==> config.mk <==
export PLATFORM = sky130hd
export DESIGN_NAME = div_result_bcd
export DESIGN_NICKNAME = d
export VERILOG_FILES = /design/src/rtl/div_result_bcd_pkg.sv /design/src/rtl/div_result_bcd_add3.sv /design/src/rtl/div_result_bcd.sv
export SDC_FILE = /design/constraint.sdc
export NUM_CORES = 1
export LEC_CHECK = 0
export ABC_AREA = 1
export CORE_MARGIN = 2
export CORE_UTILIZATION = 50
export CTS_BUF_LIST = sky130_fd_sc_hd__clkbuf_4
export CTS_CLUSTER_DIAMETER = 50
export CTS_CLUSTER_SIZE = 10
export DETAILED_ROUTE_END_ITERATION = 12
export PLACE_DENSITY = 0.78
export SYNTH_ARGS = -nofsm -noshare
export SYNTH_HDL_FRONTEND = slang
export SYNTH_SLANG_ARGS = --single-unit
==> constraint.sdc <==
create_clock -name clk -period 1.4 [get_ports clk]
set_input_delay 0.14 -clock clk [delete_from_list [all_inputs] [get_ports clk]]
set_output_delay 0.14 -clock clk [all_outputs]
set_load 0.05 [all_outputs]
==> src/rtl/div_result_bcd_pkg.sv <==
// Shared types and constants for the divider result BCD conversion stage.
package div_result_bcd_pkg;
  typedef enum logic [1:0] {
    IDLE = 2'd0,
    CONV = 2'd1,
    DONE = 2'd2
  } state_t;

  localparam int unsigned ITER_COUNT = 8;
  localparam int unsigned BCD_W      = 4;
endpackage

==> src/rtl/div_result_bcd_add3.sv <==
// Double-dabble nibble correction: add 3 to any BCD digit of 5 or more.
module bcd_add3
  import div_result_bcd_pkg::*;
(
  input  logic [BCD_W-1:0] din,
  output logic [BCD_W-1:0] dout
);
  assign dout = (din >= BCD_W'(5)) ? din + BCD_W'(3) : din;
endmodule

==> src/rtl/div_result_bcd.sv <==
// Converts a divider quotient/remainder pair to sign + BCD digits.
// The quotient magnitude uses a serial shift-add-3 loop, one bit per cycle.
module div_result_bcd
  import div_result_bcd_pkg::*;
#(
  parameter bit SIGNED = 1'b1
) (
  input  logic        clk,
  input  logic        rst,
  input  logic        in_valid,
  output logic        in_ready,
  input  logic [7:0]  quotient,
  input  logic [3:0]  remainder,
  output logic        out_valid,
  input  logic        out_ready,
  output logic        neg,
  output logic [11:0] q_bcd,
  output logic [7:0]  r_bcd,
  output logic        busy
);
  state_t      state, state_nxt;
  logic [3:0]  count;
  logic [19:0] sr;
  logic [11:0] bcd_fix;
  logic [19:0] sr_shift;
  logic        neg_i;
  logic [7:0]  r_bcd_i;
  logic [7:0]  mag_in;
  logic [7:0]  r_bcd_in;
  logic        last_iter;
  logic        accept;

  for (genvar g = 0; g < 3; g++) begin : g_add3
    bcd_add3 u_add3 (
      .din  (sr[8 + 4*g +: 4]),
      .dout (bcd_fix[4*g +: 4])
    );
  end

  // {bcd, mag} register: correct digits first, then shift the whole word left.
  assign sr_shift  = {bcd_fix[10:0], sr[7:0], 1'b0};
  assign last_iter = (count == 4'(ITER_COUNT - 1));
  assign accept    = (state == IDLE) && in_valid;

  // 8'h80 negates to itself, which read as unsigned is the wanted 128.
  assign mag_in   = (SIGNED && quotient[7]) ? (~quotient + 8'd1) : quotient;
  assign r_bcd_in = (remainder >= 4'd10) ? {4'd1, remainder - 4'd10} : {4'd0, remainder};

  assign in_ready  = (state == IDLE);
  assign busy      = (state == CONV);
  assign out_valid = (state == DONE);

  always_ff @(posedge clk or posedge rst) begin
    if (rst) state <= IDLE;
    else     state <= state_nxt;
  end

  always_comb begin
    state_nxt = state;
    case (state)
      IDLE:    if (in_valid)  state_nxt = CONV;
      CONV:    if (last_iter) state_nxt = DONE;
      DONE:    if (out_ready) state_nxt = IDLE;
      default: state_nxt = IDLE;
    endcase
  end

  always_ff @(posedge clk or posedge rst) begin
    if (rst) begin
      count   <= '0;
      sr      <= '0;
      neg_i   <= 1'b0;
      r_bcd_i <= '0;
      neg     <= 1'b0;
      q_bcd   <= '0;
      r_bcd   <= '0;
    end else if (accept) begin
      count   <= '0;
      sr      <= {12'd0, mag_in};
      neg_i   <= SIGNED & quotient[7];
      r_bcd_i <= r_bcd_in;
    end else if (state == CONV) begin
      count <= count + 4'd1;
      sr    <= sr_shift;
      if (last_iter) begin
        neg   <= neg_i;
        q_bcd <= sr_shift[19:8];
        r_bcd <= r_bcd_i;
      end
    end
  end
endmodule

# Yosys cells after proc, flatten, opt, wreduce, memory -nomap -nowiden
# Cells that the tools add are included.
[op_classes]
n_addsub = 6
magnitude_cmp = 4
n_eq_ne = 6
muxes = 13
bitwise_logic = 2
reduce_logical = 5
[ops]
columns = ["cell", "n"]
rows = [
  ["$mux 20", 2],
  ["$mux 4", 4],
  ["$ge 4x3->1 const B", 3],
  ["$add 4x2->4 const B", 2],
  ["$add 8x1->8 const B", 1],
  ["$mux 8", 1],
  ["$not 8->8", 1],
  ["$mux 2", 3],
  ["$pmux 2 s3", 1],
  ["$reduce_and 3->1", 2],
  ["$mux 5", 1],
  ["$add 4x1->4 const B", 1],
  ["$eq 4x3->1 const B", 1],
  ["$ge 4x4->1 const B", 1],
  ["$ne 2x1->1 const B", 2],
  ["$sub 4x4->4 const B", 1],
  ["$add 3x2->3 const B", 1],
  ["$mux 3", 1],
  ["$eq 2x1->1 const B", 1],
  ["$eq 2x2->1 const B", 1],
  ["$logic_not 2->1", 1],
  ["$ne 2x2->1 const B", 1],
  ["$reduce_bool 2->1", 1],
  ["$logic_and 1x1->1", 1],
  ["$not 1->1", 1],
]
[word_totals]
reg_bits = 56
input_bits = 16
word_cells = 44

# Logic depth before layout (Yosys ltp)
[depth]
ltp_word = 4
depth_mapped = 8
depth_no_buf = 8

# By module
# A second synthesis with hierarchy kept.
[hier_totals]
cells_unflattened = 318
hier_area_um2 = 2710.1
[by_module_without_submodules]
columns = ["mod", "instances", "cells_per_inst", "area_each_um2"]
rows = [
  ["div_result_bcd", 1, 249, 2304.7],
  ["bcd_add3", 3, 23, 135.1],
]

# Worst setup path after synthesis
# Ideal clock, no wire load.
[synth_path]
path_type = "register -> register"
startpoint = "reg state[1]"
endpoint = "reg sr[5]"
setup_ns = 0.119
arrival_time_ns = 1.478
required_time_ns = 1.281
setup_slack_ns = -0.197
stages_incl_launch_ff = 7
path_buffers = 0
period_less_slack_ns = 1.597
path_cell_list = "dfrtp_1 nor2_2 nand2_2 nand2_2 inv_2 a21boi_1 nand2_1"
[synth_via]
elab_chain_len = 3
[synth_lines]
columns = ["element", "line_no", "rtl"]
rows = [
  ["start, declared", "div_result_bcd.sv:21", "state_t state, state_nxt;"],
  ["start signal, assigned", "div_result_bcd.sv:55", "else state <= state_nxt;"],
  ["$logic_not 2->1 *", "--", ""],
  ["net in_ready", "div_result_bcd.sv:11", "output logic in_ready,"],
  ["$logic_and 1x1->1 *", "div_result_bcd.sv:43", "assign accept = (state == IDLE) && in_valid;"],
  ["$mux 20 or $reduce_bool 2->1 (tied branches)", "--", ""],
  ["end signal, assigned", "div_result_bcd.sv:79", "sr <= {12'd0, mag_in};"],
  ["end signal, assigned", "div_result_bcd.sv:84", "sr <= sr_shift;"],
  ["end, declared", "div_result_bcd.sv:23", "logic [19:0] sr;"],
]
# Mark *: on every way through the listed nets, which the timed path passes. The rest lies on a longest branch.
# A chain may end at the register's enable or synchronous reset.

# Final worst setup path
[layout_path]
startpoint = "reg state[0]"
endpoint = "out busy"
[layout_via]
elab_chain_len = 1
[layout_lines]
columns = ["element", "line_no", "rtl"]
rows = [
  ["$eq 2x1->1", "div_result_bcd.sv:50", "assign busy = (state == CONV);"],
  ["end, declared", "div_result_bcd.sv:19", "output logic busy"],
]
# No other way between the ends.

==> metrics.md <==
| Metric | Value |
|---|---|
| Setup Slack @ Placement | `-0.0179 ns` |
| Final setup margin | `0.0291 ns` |
| CP peak stage delay | `0.45 ns` |
| Family with the most delay on the worst path | `flip-flops` |
| Placed insts | `431` |
| Crit-path max FO | `5` |
| Reg-to-reg startpoint | `state[0]$_DFFE_PP0P_` |
| Syn_area_per_cell | `7.82 um2` |
| Layout area overhead | `29.3%` |
| FF+latch count, synth | `50` |
| Final layout net count | `400` |
| Worst min path class | `primary input to async pin` |
| CTS Root Cell | `clkbuf_4` |
| TritonCTS buffer count | `5` |
| Final Power | `7900 uW` |
| Std-Cell Rows | `25` |
| Antenna Cells | `0` |
| Leak | `0.00169 uW` |
| Global Route met1 Usage | `24.8%` |
| Period utilisation layout | `97.9%` |
| Footprint of the multi-input gates | `0.00109 mm2` |
| Global-route usage over all layers | `21.0%` |
| Vias per inst | `5.12` |
| RSZ-0062 raised after global routing | `yes` |
| Complex-gate fraction of the synthesized area | `9.14%` |
| Cells after Synth | `324` |
| Final ANT Viol Nets | `0` |
| Crit path buf inv count | `3` |
| Drt drc | `0` |
| Yosys cell types | `25` |
| Worst setup path class | `flop to primary output` |
| Total congestion overflow | `0` |
| Slew Viols, Final | `0` |
| Skew-Pair Late Insertion Delay | `0.36 ns` |
| Final Setup Violations | `0` |
| Max Clock Skew | `0.00647 ns` |
| Final HPWL DP | `3880 um` |
| Worst path cell trace | `inv_2 > nor2_4 > buf_6 > buf_12` |
| First-pass GRT wire length | `8960 um` |
| Max Cap Viol | `0` |
| 1st-pass router iterations | `6` |
| DR WL/cell | `11.9 um` |
| Register Area | `0.00125 mm2` |
| Vias post-DR | `2,260` |
| FF-to-FF setup slack | `0.06 ns` |
| Clk slew on worst S/H paths | `0.13 ns` |
| Starting Density | `52.6%` |
| Crit path arrival time | `1.23 ns` |
| Slowest stage cell, crit path | `dfrtp_2` |
| Simple-Gate Fraction of Synth Area | `27.8%` |
| Non-filler instance count after layout | `441` |
| Wirelength, routed | `5260 um` |
| CTS max path bufs | `2` |
| Most frequent cells in the layout | `105 x nand2_1, 48 x dfrtp_1, 38 x nand3_1, 35 x inv_1, 19 x buf_4` |
| Die area | `0.00565 mm2` |
| Worst R2R Path Depth | `7` |
| CTS tree | `done` |
| CP Launch Type | `flop` |
| Most common cell after layout, fill and taps aside | `nand2_1` |
| Port bufs | `36` |
| Post-layout util | `68.0%` |
| # IOs | `40` |
| Pwr dens | `2410 mW/mm2` |
| Proportion of layout cells with a drive suffix above 1 | `17.4%` |
| Clock sinks | `50` |
| Req. time, crit path | `1.26 ns` |
| Area after DPL | `0.00316 mm2` |
| Outcome | `complete, no violations` |
| H-tree levels | `2` |
| Seq/Total Area, Yosys | `49.4%` |
| Max VDD drop | `0.839 mV` |
| Core Region | `0.00482 mm2` |
| Drt initial violations | `133` |
| Syn Std Cell Area | `0.00253 mm2` |
| Xor/xnor share of the synthesized area | `0%` |
| Routability congestion estimate from global placement | `0.855` |
| FILL cells | `397` |
| Synth Area in Adders | `4.44%` |
| M2 GR Usage | `38.1%` |
| Met3 Use GR | `3.35%` |
| Worst reg2reg endpoint | `sr[2]$_DFFE_PP0P_` |
| GR peak layer | `met2` |
| Die X | `75.2 um` |
| Largest family of logic cells by synthesized area | `simple AND/OR/NAND/NOR gates` |
| Maximum clock rate | `729 MHz` |
| Antenna violations before repair | `0` |
| Largest net degree at the start of global routing | `51` |
| CP endpoint kind | `primary output` |
| Fin crit period | `1.37 ns` |
| Multiplexer share of the synthesized area | `0%` |
| Die Y | `75.2 um` |
| Hold Vio Cnt, Final | `0` |
| Design Area, Final | `0.00328 mm2` |
| Vias in the first global route | `2,123` |
| Yosys warnings | `0` |
[what timing repair did]
action | CTS | global route
pin swaps | 1 | 1
resized for setup | 6 | 12
setup buffers | 1 | 3
gates cloned | 0 | 0
hold buffers | 0 | 0
endpoints found under the setup margin | 13 | 35
[registers in the layout, indices dropped and copies added, names as in the netlist]
register and cells:
count 4, neg 1, neg_i 1, q_bcd 12, r_bcd 5, r_bcd_i 5, sr 20, state 2
[Yosys cell counts]
master    number  share of area (%)
buf_4          5                1.5
nor3_1         1               0.20
o21bai_1       1               0.30
nor2_2         2               0.49
inv_1         37                5.5
nor2_4         1               0.44
nand2_2        3               0.74
buf_6          1               0.44
nand4_1        2               0.49
o31ai_1        1               0.30
a21oi_1        9                1.8
o211ai_1       1               0.30
nand3_1       38                7.5
nand2_1      107                 16
inv_2          5               0.74
o21ai_0       11                2.2
a21boi_1       1               0.30
ha_1           9                4.4
o22ai_1        5                1.2
o21ai_1       14                2.8
nor2_1        14                2.1
dfrtp_1       50                 49
clkbuf_1       1               0.15
conb_1         1               0.15
buf_2          4               0.79
[power breakdown]
group	switching (uW)	internal, uW
clock network	420	173
logic	2790	1910
registers	497	2110
[kinds of logic after synthesis]
group | Yosys count
adder cells (fa/ha/maj) | 9
AND/OR/NAND/NOR | 168
other | 1
flip-flops | 50
buffers and inverters | 53
AO/OA/AOI/OAI | 43
[routing by layer]
metal	vias to the layer above	part of all wire [%]
li1	1130	-
met2	46	51
met4	0	1.3
met1	1078	44
met5	-	0
met3	6	3.6
[tightest hold or removal path, stage by stage]
cell	delay (ns)
clkdlybuf4s50_1	0.41
inv_2	0.07
buf_12	0.24
[metrics by stage]
step	TNS (ns)	hold WS, ns
2_1_floorplan	0	0.236
3_3_place_gp	0	0.452
3_5_place_dp	-0.0812	0.466
4_1_cts	-0.0234	0.127
5_1_grt	-0.0385	0.141
6_report	0	0.105
[worst max path at each step]
stage,from,endpoint,slack (ns),cells past startpoint
final,state[0]$_DFFE_PP0P_,busy,0.03,4
after global routing,sr[13]$_DFFE_PP0P_,sr[14]$_DFFE_PP0P_,-0.02,8
after floorplan,state[1]$_DFFE_PP0P_,sr[5]$_DFFE_PP0P_,0.005,6
after CTS,state[0]$_DFFE_PP0P_,busy,-0.02,4
after detailed placement,sr[9]$_DFFE_PP0P_,sr[9]$_DFFE_PP0P_,-0.02,8
after global placement,quotient[1],sr[2]$_DFFE_PP0P_,0.05,8
[layout make-up]
class,count,area share [%]
multi-input cells,223,33.1
repair buffers,53,19.7
clock inverters,1,0.115
well taps,67,2.56
flip-flops and latches,50,38.3
clock buffers,5,1.15
inverters,42,5.04
No activity file was read; power rests on OpenSTA's default activity.
